$ cat config.mk
export PLATFORM = sky130hd
export DESIGN_NAME = move_input_ctrl
export DESIGN_NICKNAME = d
export VERILOG_FILES = /design/src/rtl/move_input_ctrl.sv
export SDC_FILE = /design/constraint.sdc
export NUM_CORES = 1
export LEC_CHECK = 0
export CORE_ASPECT_RATIO = 1.4
export CORE_MARGIN = 1
export CORE_UTILIZATION = 50
export CTS_BUF_LIST = sky130_fd_sc_hd__clkbuf_8
export DETAILED_ROUTE_END_ITERATION = 10
export PLACE_DENSITY = 0.82
export RECOVER_POWER = 25
export SLEW_MARGIN = 20
export SYNTH_ARGS = -nofsm -noshare
export SYNTH_HDL_FRONTEND = slang
export SYNTH_SLANG_ARGS = --single-unit
$ cat constraint.sdc
create_clock -name clk -period 7.8 [get_ports clk]
set_input_delay 1.17 -clock clk [delete_from_list [all_inputs] [get_ports clk]]
set_output_delay 1.17 -clock clk [all_outputs]
set_load 0.02 [all_outputs]
$ cat src/rtl/move_input_ctrl.sv
// Button-to-move controller: arbitrates debounced presses, moves a wrapping 3x3 cursor,
// issues moves over valid/ready and enforces a post-action lockout. All outputs registered.
module move_input_ctrl #(
  parameter int LOCKOUT_CYCLES = 25000000,
  parameter int CNT_W          = 25
) (
  input  logic       clk,
  input  logic       reset,
  input  logic       btn_up,
  input  logic       btn_down,
  input  logic       btn_left,
  input  logic       btn_right,
  input  logic       btn_sel,
  input  logic       enable,
  input  logic       new_game,
  input  logic [8:0] occupied,
  output logic [1:0] cursor_row,
  output logic [1:0] cursor_col,
  output logic [3:0] cursor_idx,
  output logic       move_valid,
  output logic [3:0] move_idx,
  input  logic       move_ready,
  output logic       reject,
  output logic       busy
);

  typedef enum logic [1:0] {IDLE, REQ, LOCKOUT} state_t;

  // With no lockout configured, every action returns straight to IDLE.
  localparam logic [CNT_W-1:0] CNT_LOAD =
    (LOCKOUT_CYCLES > 0) ? CNT_W'(LOCKOUT_CYCLES - 1) : '0;
  localparam state_t AFTER_ACT  = (LOCKOUT_CYCLES > 0) ? LOCKOUT : IDLE;
  localparam logic   AFTER_BUSY = (LOCKOUT_CYCLES > 0);

  state_t           state;
  logic [CNT_W-1:0] cnt;
  logic [1:0]       row_n, col_n;
  logic             sel_press, dir_press;

  function automatic logic [1:0] inc3(input logic [1:0] v);
    return (v == 2'd2) ? 2'd0 : v + 2'd1;
  endfunction

  function automatic logic [1:0] dec3(input logic [1:0] v);
    return (v == 2'd0) ? 2'd2 : v - 2'd1;
  endfunction

  function automatic logic [3:0] idx_of(input logic [1:0] r, input logic [1:0] c);
    return {2'b00, r} * 4'd3 + {2'b00, c};
  endfunction

  // Fixed priority sel > up > down > left > right; losers are discarded.
  always_comb begin
    row_n     = cursor_row;
    col_n     = cursor_col;
    sel_press = (state == IDLE) && enable && btn_sel;
    dir_press = (state == IDLE) && enable && !btn_sel &&
                (btn_up || btn_down || btn_left || btn_right);
    if (dir_press) begin
      if (btn_up)        row_n = dec3(cursor_row);
      else if (btn_down) row_n = inc3(cursor_row);
      else if (btn_left) col_n = dec3(cursor_col);
      else               col_n = inc3(cursor_col);
    end
  end

  always_ff @(posedge clk) begin
    if (reset || new_game) begin
      state      <= IDLE;
      cursor_row <= 2'd1;
      cursor_col <= 2'd1;
      cursor_idx <= 4'd4;
      move_valid <= 1'b0;
      move_idx   <= 4'd0;
      reject     <= 1'b0;
      busy       <= 1'b0;
      cnt        <= '0;
    end else begin
      reject <= 1'b0;
      case (state)
        IDLE: begin
          if (sel_press) begin
            if (occupied[cursor_idx]) begin
              reject <= 1'b1;
              state  <= AFTER_ACT;
              busy   <= AFTER_BUSY;
              cnt    <= CNT_LOAD;
            end else begin
              move_valid <= 1'b1;
              move_idx   <= cursor_idx;
              state      <= REQ;
              busy       <= 1'b1;
            end
          end else if (dir_press) begin
            cursor_row <= row_n;
            cursor_col <= col_n;
            cursor_idx <= idx_of(row_n, col_n);
            state      <= AFTER_ACT;
            busy       <= AFTER_BUSY;
            cnt        <= CNT_LOAD;
          end
        end
        REQ: begin
          if (move_ready) begin
            move_valid <= 1'b0;
            state      <= AFTER_ACT;
            busy       <= AFTER_BUSY;
            cnt        <= CNT_LOAD;
          end
        end
        LOCKOUT: begin
          if (cnt == '0) begin
            state <= IDLE;
            busy  <= 1'b0;
          end else begin
            cnt <= cnt - CNT_W'(1);
          end
        end
        default: begin
          state <= IDLE;
          busy  <= 1'b0;
        end
      endcase
    end
  end

endmodule

# Word level (Yosys, flattened, before mapping)
# Cells that the tools add are included.
[word_totals]
ff_bits = 42
output_inout_bits = 15
[op_classes]
addsub = 6
mul = 1
magnitude_cmp = 1
eq_ne = 11
n_mux = 35
n_bitwise = 3
reduce_logical = 21
[op_table]
columns = ["op", "n"]
rows = [
  ["2-to-1 mux 25 bit", 5],
  ["one-hot mux 25 bit (3 select lines)", 1],
  ["2-to-1 mux 2 bit", 16],
  ["logical NOT 25 bit", 1],
  ["subtractor 25 x 1 -> 25 bit, second input constant", 1],
  ["inequality test 2 bit, second input constant", 5],
  ["2-to-1 mux 1 bit", 9],
  ["AND reduction 3 bit", 3],
  ["== test 2 bit, second input constant", 3],
  ["logical NOT 2 bit", 3],
  ["one-hot mux 2 bit (3 select lines)", 1],
  ["less-than comparator 4 x 5 -> 1 bit, second input constant", 1],
  ["AND reduction 5 bit", 1],
  ["adder 2 x 1 -> 2 bit, second input constant", 2],
  ["adder 4 x 2 -> 4 bit", 1],
  ["binary-select mux 1 bit (select 4 bit)", 1],
  ["logical AND 1 bit", 4],
  ["logical OR 1 bit", 4],
  ["multiplier 2 x 2 -> 4 bit, second input constant", 1],
  ["AND reduction 4 bit", 1],
  ["subtractor 2 x 1 -> 2 bit, second input constant", 2],
  ["inequality test 3 x 2 -> 1 bit, second input constant", 1],
  ["inequality test 3 bit, second input constant", 1],
  ["NOT 1 bit", 3],
  ["7 further kinds", 7],
]

# Longest topological paths before layout
# Gate-level depths: netlist (run 1).
[depth]
ltp_word = 7
depth_mapped = 11
ltp_nobuf = 11

# Least setup slack after synthesis (run 1)
# OpenSTA, ideal clock, no wires.
[synth_path]
path_kind = "input port to flip-flop"
start = "in btn_sel"
end = "reg cursor_idx[2]"
setup_time_ns = 0.136
t_arrival_ns = 3.344
slack_ns = 4.321
cell_stages = 10
path_cell_list = "or4b_1 clkbuf_1 nor4_2 o211ai_1 o21ai_0 ha_1 ha_1 fa_1 nand2_1 nand3_1"
[synth_via]
word_cells_on_any_way = 10
classes_between = "1 x add/sub; 1 x mul; 2 x mux; 1 x bitwise; 5 x reduce/logical"
[synth_rtl]
columns = ["item", "line_no", "source"]
rows = [
  ["from (decl)", "13", "input logic btn_sel,"],
  ["logical NOT 1 bit", "57", "dir_press = (state == IDLE) && enable && !btn_sel &&"],
  ["logical AND 1 bit (2 in series)", "57", ""],
  ["2-to-1 mux 2 bit", "59", "if (dir_press) begin"],
  ["named net col_n[1]", "37", "logic [1:0] row_n, col_n;"],
  ["adder 4 x 2 -> 4 bit", "49", "return {2'b00, r} * 4'd3 + {2'b00, c};"],
  ["to (signal assigned)", "97", "cursor_idx <= idx_of(row_n, col_n);"],
  ["to (decl)", "19", "output logic [3:0] cursor_idx,"],
]
# The timed path passes the listed nets, and every way through them passes these cells.
# A chain may end at the register's enable or synchronous reset.

# Worst setup path after layout (run 1)
# Ends and elaborated chain as after synthesis.

==> results of run 1 <==
==> registers in the layout, summed over array words and instances, names as in the netlist <==
name and count:
state 2, cursor_col 2, busy 1, move_valid 1
cursor_idx 4, cursor_row 2, reject 1, move_idx 4
cnt 25
==> logic make-up (layout without fill, tap and decap cells) <==
logic type	after synthesis	count (layout)	share of synthesized area, %
muxes	6	6	2.898
DFF	42	42	33.01
and+or+nand+nor	109	109	25.59
xor gates and xnor gates	2	2	0.6877
adders and majority gates	11	11	5.697
buffers and inverters	25	49	4.125
AOI/OAI and AO/OA	92	92	28.00
==> metrics by stage <==
stage / power (mW) / util, %
after floorplan: 0.3423 / -
after global placement: 0.3750 / 59.36
after detailed placement: 0.3778 / 59.36
after CTS: 0.5538 / 61.67
after global routing: 0.5817 / 62.05
final: 0.5551 / 62.05
==> final timing paths <==
path / startpoint / end / slack, ns
worst max-delay path: btn_sel / cursor_idx[2] / 3.83
worst min-delay path: move_idx[1] / move_idx[1] / 0.47
worst max register to register: state[1] / cursor_idx[2] / 4.77
worst min register to register: move_idx[1] / move_idx[1] / 0.47
==> power by group <==
part           internal [mW]  leakage, nW  switching [mW]  total, mW
Clock                  0.102       0.0573          0.0759      0.178
Sequential             0.224        0.342          0.0116      0.235
Combinational         0.0567        0.770          0.0846      0.141
==> layer usage <==
metal	GRT usage, %	vias up	wire length [microns]
met5	0	-	0
met4	9.725	0	129
met3	4.474	8	245
met2	43.26	56	3099
met1	26.19	1147	2496
li1	-	1144	-
==> cells in the final DEF (no fill, tap or decap), types with 4 or more instances in the layout <==
| cell | n |
|---|---|
| mux2i_1 | 4 |
| or3_1 | 5 |
| o211a_1 | 7 |
| nor4_1 | 4 |
| a21oi_1 | 20 |
| a311oi_1 | 4 |
| nor3_1 | 10 |
| dfxtp_1 | 42 |
| o21a_1 | 5 |
| o21ai_0 | 13 |
| clkbuf_8 | 6 |
| nor2_1 | 24 |
| inv_1 | 8 |
| nand2b_1 | 5 |
| ha_1 | 10 |
| clkdlybuf4s50_1 | 19 |
| a311oi_2 | 4 |
| nand3_1 | 11 |
| a31oi_1 | 6 |
| or4_4 | 4 |
| nor3b_1 | 4 |
| o22ai_1 | 4 |
| dlygate4sd3_1 | 14 |
| nand2_1 | 17 |
| a21o_1 | 4 |
==> worst max-delay path: cells and delay by family <==
kind	cells	cell delay, ns
AOI/OAI and AO/OA	2	0.35
and+or+nand+nor	4	1.23
adders and majority gates	3	0.92
buffers and inverters	1	0.48
==> layout make-up <==
cell class,instances,area [sq um]
Fill cell,433,1852
Clock buffer,6,82.58
Inverter,8,30.03
Multi-Input combinational cell,220,1627
Timing Repair Buffer,34,337.8
Tap cell,64,80.08
Clock inverter,1,30.03
Sequential cell,42,840.8
==> results.md, run 1 <==
- Status: complete, no violations
- Number of top-level pins: 34
- Final setup margin: 3.829 ns
- Total wire length: 5970 microns
- Number of routed nets with antenna violations: 0
- Yosys warns: 0
- Global route overflow: 0
- Total CTS buffers: 5
- Fin Hold WS: 0.4749 ns
- Mapped cell area: 0.002547 sq mm
- Setup WS pre-CTS: 3.574 ns
- Clock period minus final worst setup slack: 3.971 ns
- Die H: 86.46 microns
- VDD IR max: 0.1265 mV
- Cell area power density: 183.3 mW/mm^2
- Register area share after synthesis: 33.01%
- Slowest stage delay, CP: 0.66 ns
- Max capacitance violation total: 0
- Pin count of the biggest net entering global routing: 30
- Post-synthesis register bit count: 42
- Pleak: 1.169 nW
- Dominant cell type by area after synthesis: dfxtp_1
- Avg Cell Area, Syn: 8.876 sq um
- DR vias/cell: 6.280
- First-pass GRT wire length: 10030 microns
- Core box area: 0.004880 sq mm
- CP max FO: 8
- Number of remaining DRC errors: 0
- Initial detailed-routing violation count: 142
- Ant diodes: 0
- Initial Util: 52.21%
- Distinct cells, synth: 65
- Slew at the pin closest to its max-slew limit: 0.8788 ns
- Synth-to-Final Area Change: 18.86%
- Fraction of layout cells with a size suffix above 1: 10.93%
- Top_reg_cell synth: dfxtp_1
- TNS Setup: 0 ns
- Post-Layout Cell Count: 375
- Hold path depth: 2
- Root Buffer: clkbuf_8
- Final HPWL DP: 4088 microns
- Max-slew headroom: 41.41%
- PostCTS Resize Cnt: 0
- Hold Vio Cnt, Final: 0
- Top-count cell post-synth: dfxtp_1
- Max-slew violation count: 0
- Critical Path Most Common Cell: ha_1
- Row count: 30
- H-tree depth: 2
- Clk sinks: 42
- Vias in the first global route: 2191
- CP startpoint kind: primary input
- Post-synth ARST share: 0%
- Worst EP required: 7.98 ns
- Critical path data arrival time: 4.15 ns
- RSZ-0062 raised after global routing: false
- Crit. End Element: flop
- Post-CTS Setup Inserts: 0
- Placed cell count: 368
- Drt pass-1 iters: 4
- Buffers added on ports: 33
- Finished layout cell area: 0.003028 sq mm
- Crit share post-route: 50.91%
- Worst Clk Skew: 0.007498 ns
- Vias post-DR: 2355
- Fmax: 0.2518 GHz
- Slowest CP cell: or4b_1
- Reg2Reg Depth: 9
- WL per Instance: 15.92 microns
- Worst-Skew Late Latency: 0.30 ns
- Worst hold path type: flop to flop
- Cell chain of the critical path: clkdlybuf4s50_1 > or4b_1 > nor4_2 > o211ai_1 > o21ai_0 > ha_1 > ha_1 > fa_1 > nand2_1 > nand3_1
- WS Path Type: primary input to flop
- Reg clk slew, reported paths: 0.08 ns
- Top cells by count, synth: dfxtp_1 (42), nor2_1 (24), a21oi_1 (20)
- Die area: 0.005388 sq mm
- Antenna violations before repair: 0
- Max clock buf depth: 2
- Final setup viols: 0
- Top post-synthesis cells by area: dfxtp_1 (33%), ha_1 (4.9%), a21oi_1 (3.9%), nor2_1 (3.5%), o211a_1 (2.8%)
- Final nets: 341
- Gate count after technology mapping: 287
- RePlAce Congestion: 0.8003
- GRT Total Usage: 23.40%
- Die width: 62.33 microns
- Post-synth EDFFs: 0
- CTS tree: built
- Post-CTS Hold Fix Bufs: 0
- Syn nets: 317
- Placed inst area: 0.002897 sq mm
- Synth top area share: 33.01%
Power figures use the tool's default switching activity.
==> run 2, diff against run 1 <==
==> constraint.sdc (replaced) <==
create_clock -name clk -period 4.1 [get_ports clk]
set_input_delay 0.615 -clock clk [delete_from_list [all_inputs] [get_ports clk]]
set_output_delay 0.615 -clock clk [all_outputs]
set_load 0.02 [all_outputs]
==> run 2 against run 1 <==
- total power up 89%
- die area unchanged
- clock power is 88% higher
- final cell count rose by 0.27%
- highest routed layer unchanged
- critical endpoint unchanged
- routed wire length decreased by 2.5%
- clock skew up 0.0061 ns
- first-iteration DRC count did not move
- largest cell class unchanged
- via count is 0.59% lower
- largest power group unchanged
- critical path depth stayed put
==> results.md, run 2 (synthesis results as in run 1) <==
- Status: complete, no violations
- Max clock buf depth: 2 (unchanged)
- Initial Util: 52.21% (unchanged)
- Placed inst area: 0.002904 sq mm (+0.26%)
- Origin of the critical flop-to-flop path: state[1]
- Slowest stage delay, CP: 0.65 ns (about the same)
- Slew at the pin closest to its max-slew limit: 0.8900 ns (+0.01123 ns)
- Clock period minus final worst setup slack: 3.289 ns
- Final nets: 342 (+0.29%)
- Root Buffer: clkbuf_8
- Number of flip-flops in the largest register: 25 (unchanged)
- Number of routed nets with antenna violations: 0 (unchanged)
- CP max FO: 8 (unchanged)
- Hold Vio Cnt, Final: 0 (unchanged)
- Most Crowded Layer GR: met2
- Row count: 30 (unchanged)
- Critical path data arrival time: 3.46 ns (-0.69 ns)
- Synth-to-Final Area Change: 18.47%
- Worst setup startpoint: btn_sel
- RSZ-0062 raised after global routing: false
- Max-slew violation count: 0 (unchanged)
- H-tree depth: 2 (unchanged)
- Pleak: 1.167 nW (-0.22%)
- Vias in the first global route: 2282 (+4.2%)
- Post-Layout Cell Count: 376 (+0.27%)
- Worst hold path type: flop to flop
- Buffers added on ports: 33 (unchanged)
- First-pass GRT wire length: 10200 microns (+1.7%)
- Number of remaining DRC errors: 0 (unchanged)
- Fmax: 0.3040 GHz
- GR Util met2: 45.65% (+2.4 points)
- Total Power: 1.048 mW (+89%)
- Initial detailed-routing violation count: 142 (unchanged)
- WS Path Type: primary input to flop
- Final setup viols: 0 (unchanged)
- Ant diodes: 0 (unchanged)
- Worst Clk Skew: 0.01361 ns (+0.006116 ns)
- CP startpoint kind: primary input
- RePlAce Congestion: 0.8219 (+2.7%)
- Worst-Skew Late Latency: 0.30 ns (about the same)
- Die H: 86.46 microns (unchanged)
- Antenna violations before repair: 0 (unchanged)
- Pin count of the biggest net entering global routing: 30 (unchanged)
- Drt pass-1 iters: 4 (unchanged)
- Reg clk slew, reported paths: 0.08 ns (about the same)
- Finished layout cell area: 0.003018 sq mm (-0.33%)
- Total wire length: 5820 microns (-2.5%)
- GRT Total Usage: 23.37% (-0.028 points)
- Crit. End Element: flop
- Cell area power density: 347.4 mW/mm^2 (+89%)
- Final HPWL DP: 4098 microns (+0.26%)
- Slowest CP cell: or4b_1
- Filler Cell Count: 425 (-1.8%)
- Largest Register: cnt
- Max-slew headroom: 40.67% (-0.75 points)
- Number of top-level pins: 34 (unchanged)
- Commonest non-fill, non-tap cell in the layout: dfxtp_1
- Post-CTS Setup Inserts: 0 (unchanged)
- Core box area: 0.004880 sq mm (unchanged)
- Die area: 0.005388 sq mm (unchanged)
- Met3 global-route usage: 4.474% (unchanged)
- CTS tree: built
- TNS Setup: 0 ns (unchanged)
- Crit share post-route: 80.23%
- Max capacitance violation total: 0 (unchanged)
- Hold_sp: move_idx[2]
- DR vias/cell: 6.226 (-0.86%)
- Critical Path Most Common Cell: ha_1
- Post-CTS Hold Fix Bufs: 0 (unchanged)
- Fraction of layout cells with a size suffix above 1: 10.90% (-0.035 points)
- Total CTS buffers: 5 (unchanged)
- Largest registers: cnt: 25 flops, cursor_idx: 4 flops, move_idx: 4 flops
- Worst EP required: 4.27 ns (-3.71 ns)
- Cell chain of the critical path: clkdlybuf4s50_1 > or4b_1 > nor4_2 > o211ai_1 > o21ai_0 > ha_1 > ha_1 > fa_1 > nand2_1 > nand3_1
- Met1 GRT Util: 25.12% (-1.1 points)
- PostCTS Resize Cnt: 0 (unchanged)
- WL per Instance: 15.48 microns (-2.8%)
- VDD IR max: 0.1603 mV (+27%)
- Global route overflow: 0 (unchanged)
- Most frequent cells in the layout: dfxtp_1 (42), nor2_1 (24), a21oi_1 (20), clkdlybuf4s50_1 (20), nand2_1 (17)
- Vias post-DR: 2341 (-0.59%)
- Placed cell count: 369 (+0.27%)
- Die width: 62.33 microns (unchanged)
- Clk sinks: 42 (unchanged)
==> run 2: through the flow <==
step / hold WS (ns) / util (%) / worst slack (ns)
5_1_grt: 0.5105 / 61.85 / 0.6530
3_3_place_gp: 0.4627 / 59.51 / 0.6131
4_1_cts: 0.4775 / 61.82 / 0.8081
6_report: 0.4741 / 61.85 / 0.8106
3_5_place_dp: 0.4665 / 59.51 / 0.4901
2_1_floorplan: 0.4495 / - / 1.176
==> run 2: per-layer routing <==
layer  routed length [microns]  vias up  share of wire (%)
met5                         0        -                  0
li1                          -     1146                  -
met2                      3072       62                 53
met1                      2448     1129                 42
met3                       258        4                4.4
met4                        40        0               0.69
==> run 2: where the power goes <==
| group | switching [mW] | internal [mW] | leakage (nW) | total [mW] |
|---|---|---|---|---|
| sequential | 0.0221 | 0.426 | 0.342 | 0.448 |
| clock | 0.140 | 0.195 | 0.0573 | 0.335 |
| combinational | 0.158 | 0.108 | 0.768 | 0.265 |
| total | 0.320 | 0.729 | 1.17 | 1.05 |
==> run 2: critical path, delay by kind of cell <==
family / cells / cell delay, ns
buffers and inverters: 1 / 0.46
AOI/OAI and AO/OA: 2 / 0.29
adders and majority gates: 3 / 0.92
and+or+nand+nor: 4 / 1.19
==> run 2: layout make-up <==
class / instances / area (sq um) / area share (%)
Timing Repair Buffer: 35 / 345.3 / 11.44
Inverter: 8 / 30.03 / 0.9950
Tap cell: 64 / 80.08 / 2.653
Sequential cell: 42 / 840.8 / 27.86
Clock buffer: 6 / 82.58 / 2.736
Clock inverter: 1 / 30.03 / 0.9950
Multi-Input combinational cell: 220 / 1609 / 53.32
==> run 2: worst paths after layout <==
path / endpoint / slack (ns) / cells after the start
setup reg to reg: cursor_idx[2] / 1.18 / 9
setup / recovery: cursor_idx[2] / 0.81 / 10
hold / removal: move_idx[2] / 0.47 / 2
hold reg to reg: move_idx[2] / 0.47 / 2
==> run 3, diff against run 2 <==
==> constraint.sdc (replaced) <==
create_clock -name clk -period 3.1 [get_ports clk]
set_input_delay 0.465 -clock clk [delete_from_list [all_inputs] [get_ports clk]]
set_output_delay 0.465 -clock clk [all_outputs]
set_load 0.02 [all_outputs]
==> run 3 against run 2 <==
- register-to-register slack worse by 0.84 ns
- total power is 27% higher
- via count is 1.3% higher
- sequential power is 32% higher
- final cell count is 2.4% higher
- clock skew is 0.0060 ns lower
- clock power is 12% higher
- utilization is 1.2 points higher
- count of clock-buffer cells in the layout stayed put
- setup slack worse by 0.65 ns
- largest cell class unchanged
- largest power group unchanged
- highest routed layer unchanged
==> results.md, run 3 (synthesis results as in run 1) <==
- Buffers added on ports: 33 (unchanged)
- GRT Total Usage: 23.81% (+0.44 points)
- H-tree depth: 2 (unchanged)
- Most frequent cells in the layout: dfxtp_1 (42), nor2_1 (24), a21oi_1 (20)
- Die H: 86.46 microns (unchanged)
- Max clock buf depth: 2 (unchanged)
- PostCTS Resize Cnt: 0 (unchanged)
- Reg clk slew, reported paths: 0.09 ns (about the same)
- R2r setup slk: 0.34 ns (-0.84 ns)
- Fin Hold WS: 0.4758 ns (+0.001711 ns)
- Initial detailed-routing violation count: 117 (-18%)
- RSZ-0062 raised after global routing: false
- Crit share post-route: 94.94%
- WS Path Type: primary input to flop
- Drt pass-1 iters: 4 (unchanged)
- Worst-Skew Late Latency: 0.30 ns (about the same)
- Most Crowded Layer GR: met2
- Die area: 0.005388 sq mm (unchanged)
- Placed inst area: 0.002964 sq mm (+2.1%)
- Final setup margin: 0.1568 ns (-0.6538 ns)
- Reg2Reg Depth: 9 (unchanged)
- Worst hold path type: flop to flop
- Hold Vio Cnt, Final: 0 (unchanged)
- Pleak: 1.204 nW (+3.2%)
- Number of top-level pins: 34 (unchanged)
- Worst hold endpoint: move_idx[0]
- Row count: 30 (unchanged)
- Number of remaining DRC errors: 0 (unchanged)
- Commonest non-fill, non-tap cell in the layout: dfxtp_1
- Max capacitance violation total: 0 (unchanged)
- VDD IR max: 0.1995 mV (+24%)
- Origin of the critical flop-to-flop path: state[1]
- Hold path depth: 2 (unchanged)
- Hold_sp: move_idx[0]
- Pin count of the biggest net entering global routing: 30 (unchanged)
- Finished layout cell area: 0.003074 sq mm (+1.9%)
- Core box area: 0.004880 sq mm (unchanged)
- Total CTS buffers: 5 (unchanged)
- Status: complete, no violations
- First-pass GRT wire length: 10330 microns (+1.3%)
- Final core occ: 63.00% (+1.2 points)
- Critical path data arrival time: 3.12 ns (-0.34 ns)
- Fraction of layout cells with a size suffix above 1: 14.02% (+3.1 points)
- Cell area power density: 433.9 mW/mm^2 (+25%)
- Post-CTS Hold Fix Bufs: 0 (unchanged)
- Initial Util: 52.21% (unchanged)
- Number of routed nets with antenna violations: 0 (unchanged)
- WL per Instance: 15.62 microns (+0.92%)
- Largest registers: cnt: 25 flops, cursor_idx: 4 flops, move_idx: 4 flops
- Synth-to-Final Area Change: 20.68%
- Vias post-DR: 2371 (+1.3%)
- Largest Register: cnt
- Antenna violations before repair: 0 (unchanged)
- Root Buffer: clkbuf_8
- Clock period minus final worst setup slack: 2.943 ns
- Post-CTS Setup Inserts: 0 (unchanged)
- Total wire length: 6014 microns (+3.3%)
- Worst R2R End: cursor_idx[2]
- Met3 global-route usage: 3.947% (-0.53 points)
- Max-slew violation count: 0 (unchanged)
- Fmax: 0.3398 GHz
- GR Util met2: 46.05% (+0.40 points)
- CP startpoint kind: primary input
- Worst Clk Skew: 0.007651 ns (-0.005963 ns)
- Final setup viols: 0 (unchanged)
- Setup WS pre-CTS: -0.2684 ns (-0.7585 ns)
- Ant diodes: 0 (unchanged)
- Final nets: 350 (+2.3%)
- Clk sinks: 42 (unchanged)
- Die width: 62.33 microns (unchanged)
- DR vias/cell: 6.158 (-1.1%)
- Vias in the first global route: 2302 (+0.88%)
- CTS tree: built
- Final HPWL DP: 4266 microns (+4.1%)
- Global route overflow: 0 (unchanged)
- Max-slew headroom: 47.55% (+6.9 points)
- Number of flip-flops in the largest register: 25 (unchanged)
- CP max FO: 8 (unchanged)
- Met1 GRT Util: 25.92% (+0.80 points)
- RePlAce Congestion: 0.8142 (-0.94%)
- Crit. End Element: flop
- Worst EP required: 3.28 ns (-0.99 ns)
- Slew at the pin closest to its max-slew limit: 0.7796 ns (-0.1105 ns)
## run 3: cell type report
cell class,instances,area (sq um)
sequential,42,840.8
inverter,8,30.03
clock inverter,2,12.51
timing repair buffer,43,405.4
tap,64,80.08
multi-input combinational,220,1623
fill,415,1805
clock buffer,6,82.58
## run 3: worst max-delay path by stage
stage / startpoint / depth (start not counted) / end
finish: enable / 10 / cursor_idx[2]
global route: enable / 10 / cursor_idx[2]
CTS: enable / 10 / cursor_idx[2]
detailed placement: enable / 10 / cursor_idx[2]
global placement: enable / 10 / cursor_idx[2]
floorplan: btn_sel / 10 / cursor_idx[2]
## run 3: critical path, cell delays in order
cell             delay (ns)
clkdlybuf4s50_1        0.48
or4b_4                 0.53
nor4_2                 0.33
o211ai_1               0.14
o21ai_0                0.13
ha_1                   0.28
ha_1                   0.21
fa_1                   0.42
nand2_1                0.07
nand3_1                0.07
## run 3: where the power goes
group / internal, mW / total (mW) / switching (mW)
registers: 0.563 / 0.593 / 0.0296
logic: 0.155 / 0.367 / 0.212
clock network: 0.179 / 0.375 / 0.195
## run 3: metal layers
layer	vias up	part of all wire [%]	routed length (microns)
li1	1162	-	-
met1	1146	42	2504
met2	57	54	3221
met3	6	3.7	223
met4	0	1.1	64
met5	-	0	0
## run 3: per-stage QoR
stage	total power, mW	instances	TNS, ns
2_1_floorplan	0.8612	287	0
3_3_place_gp	0.9572	377	-0.3079
3_5_place_dp	0.9661	377	-0.4677
4_1_cts	1.336	385	0
5_1_grt	1.404	385	0
6_report	1.334	385	0
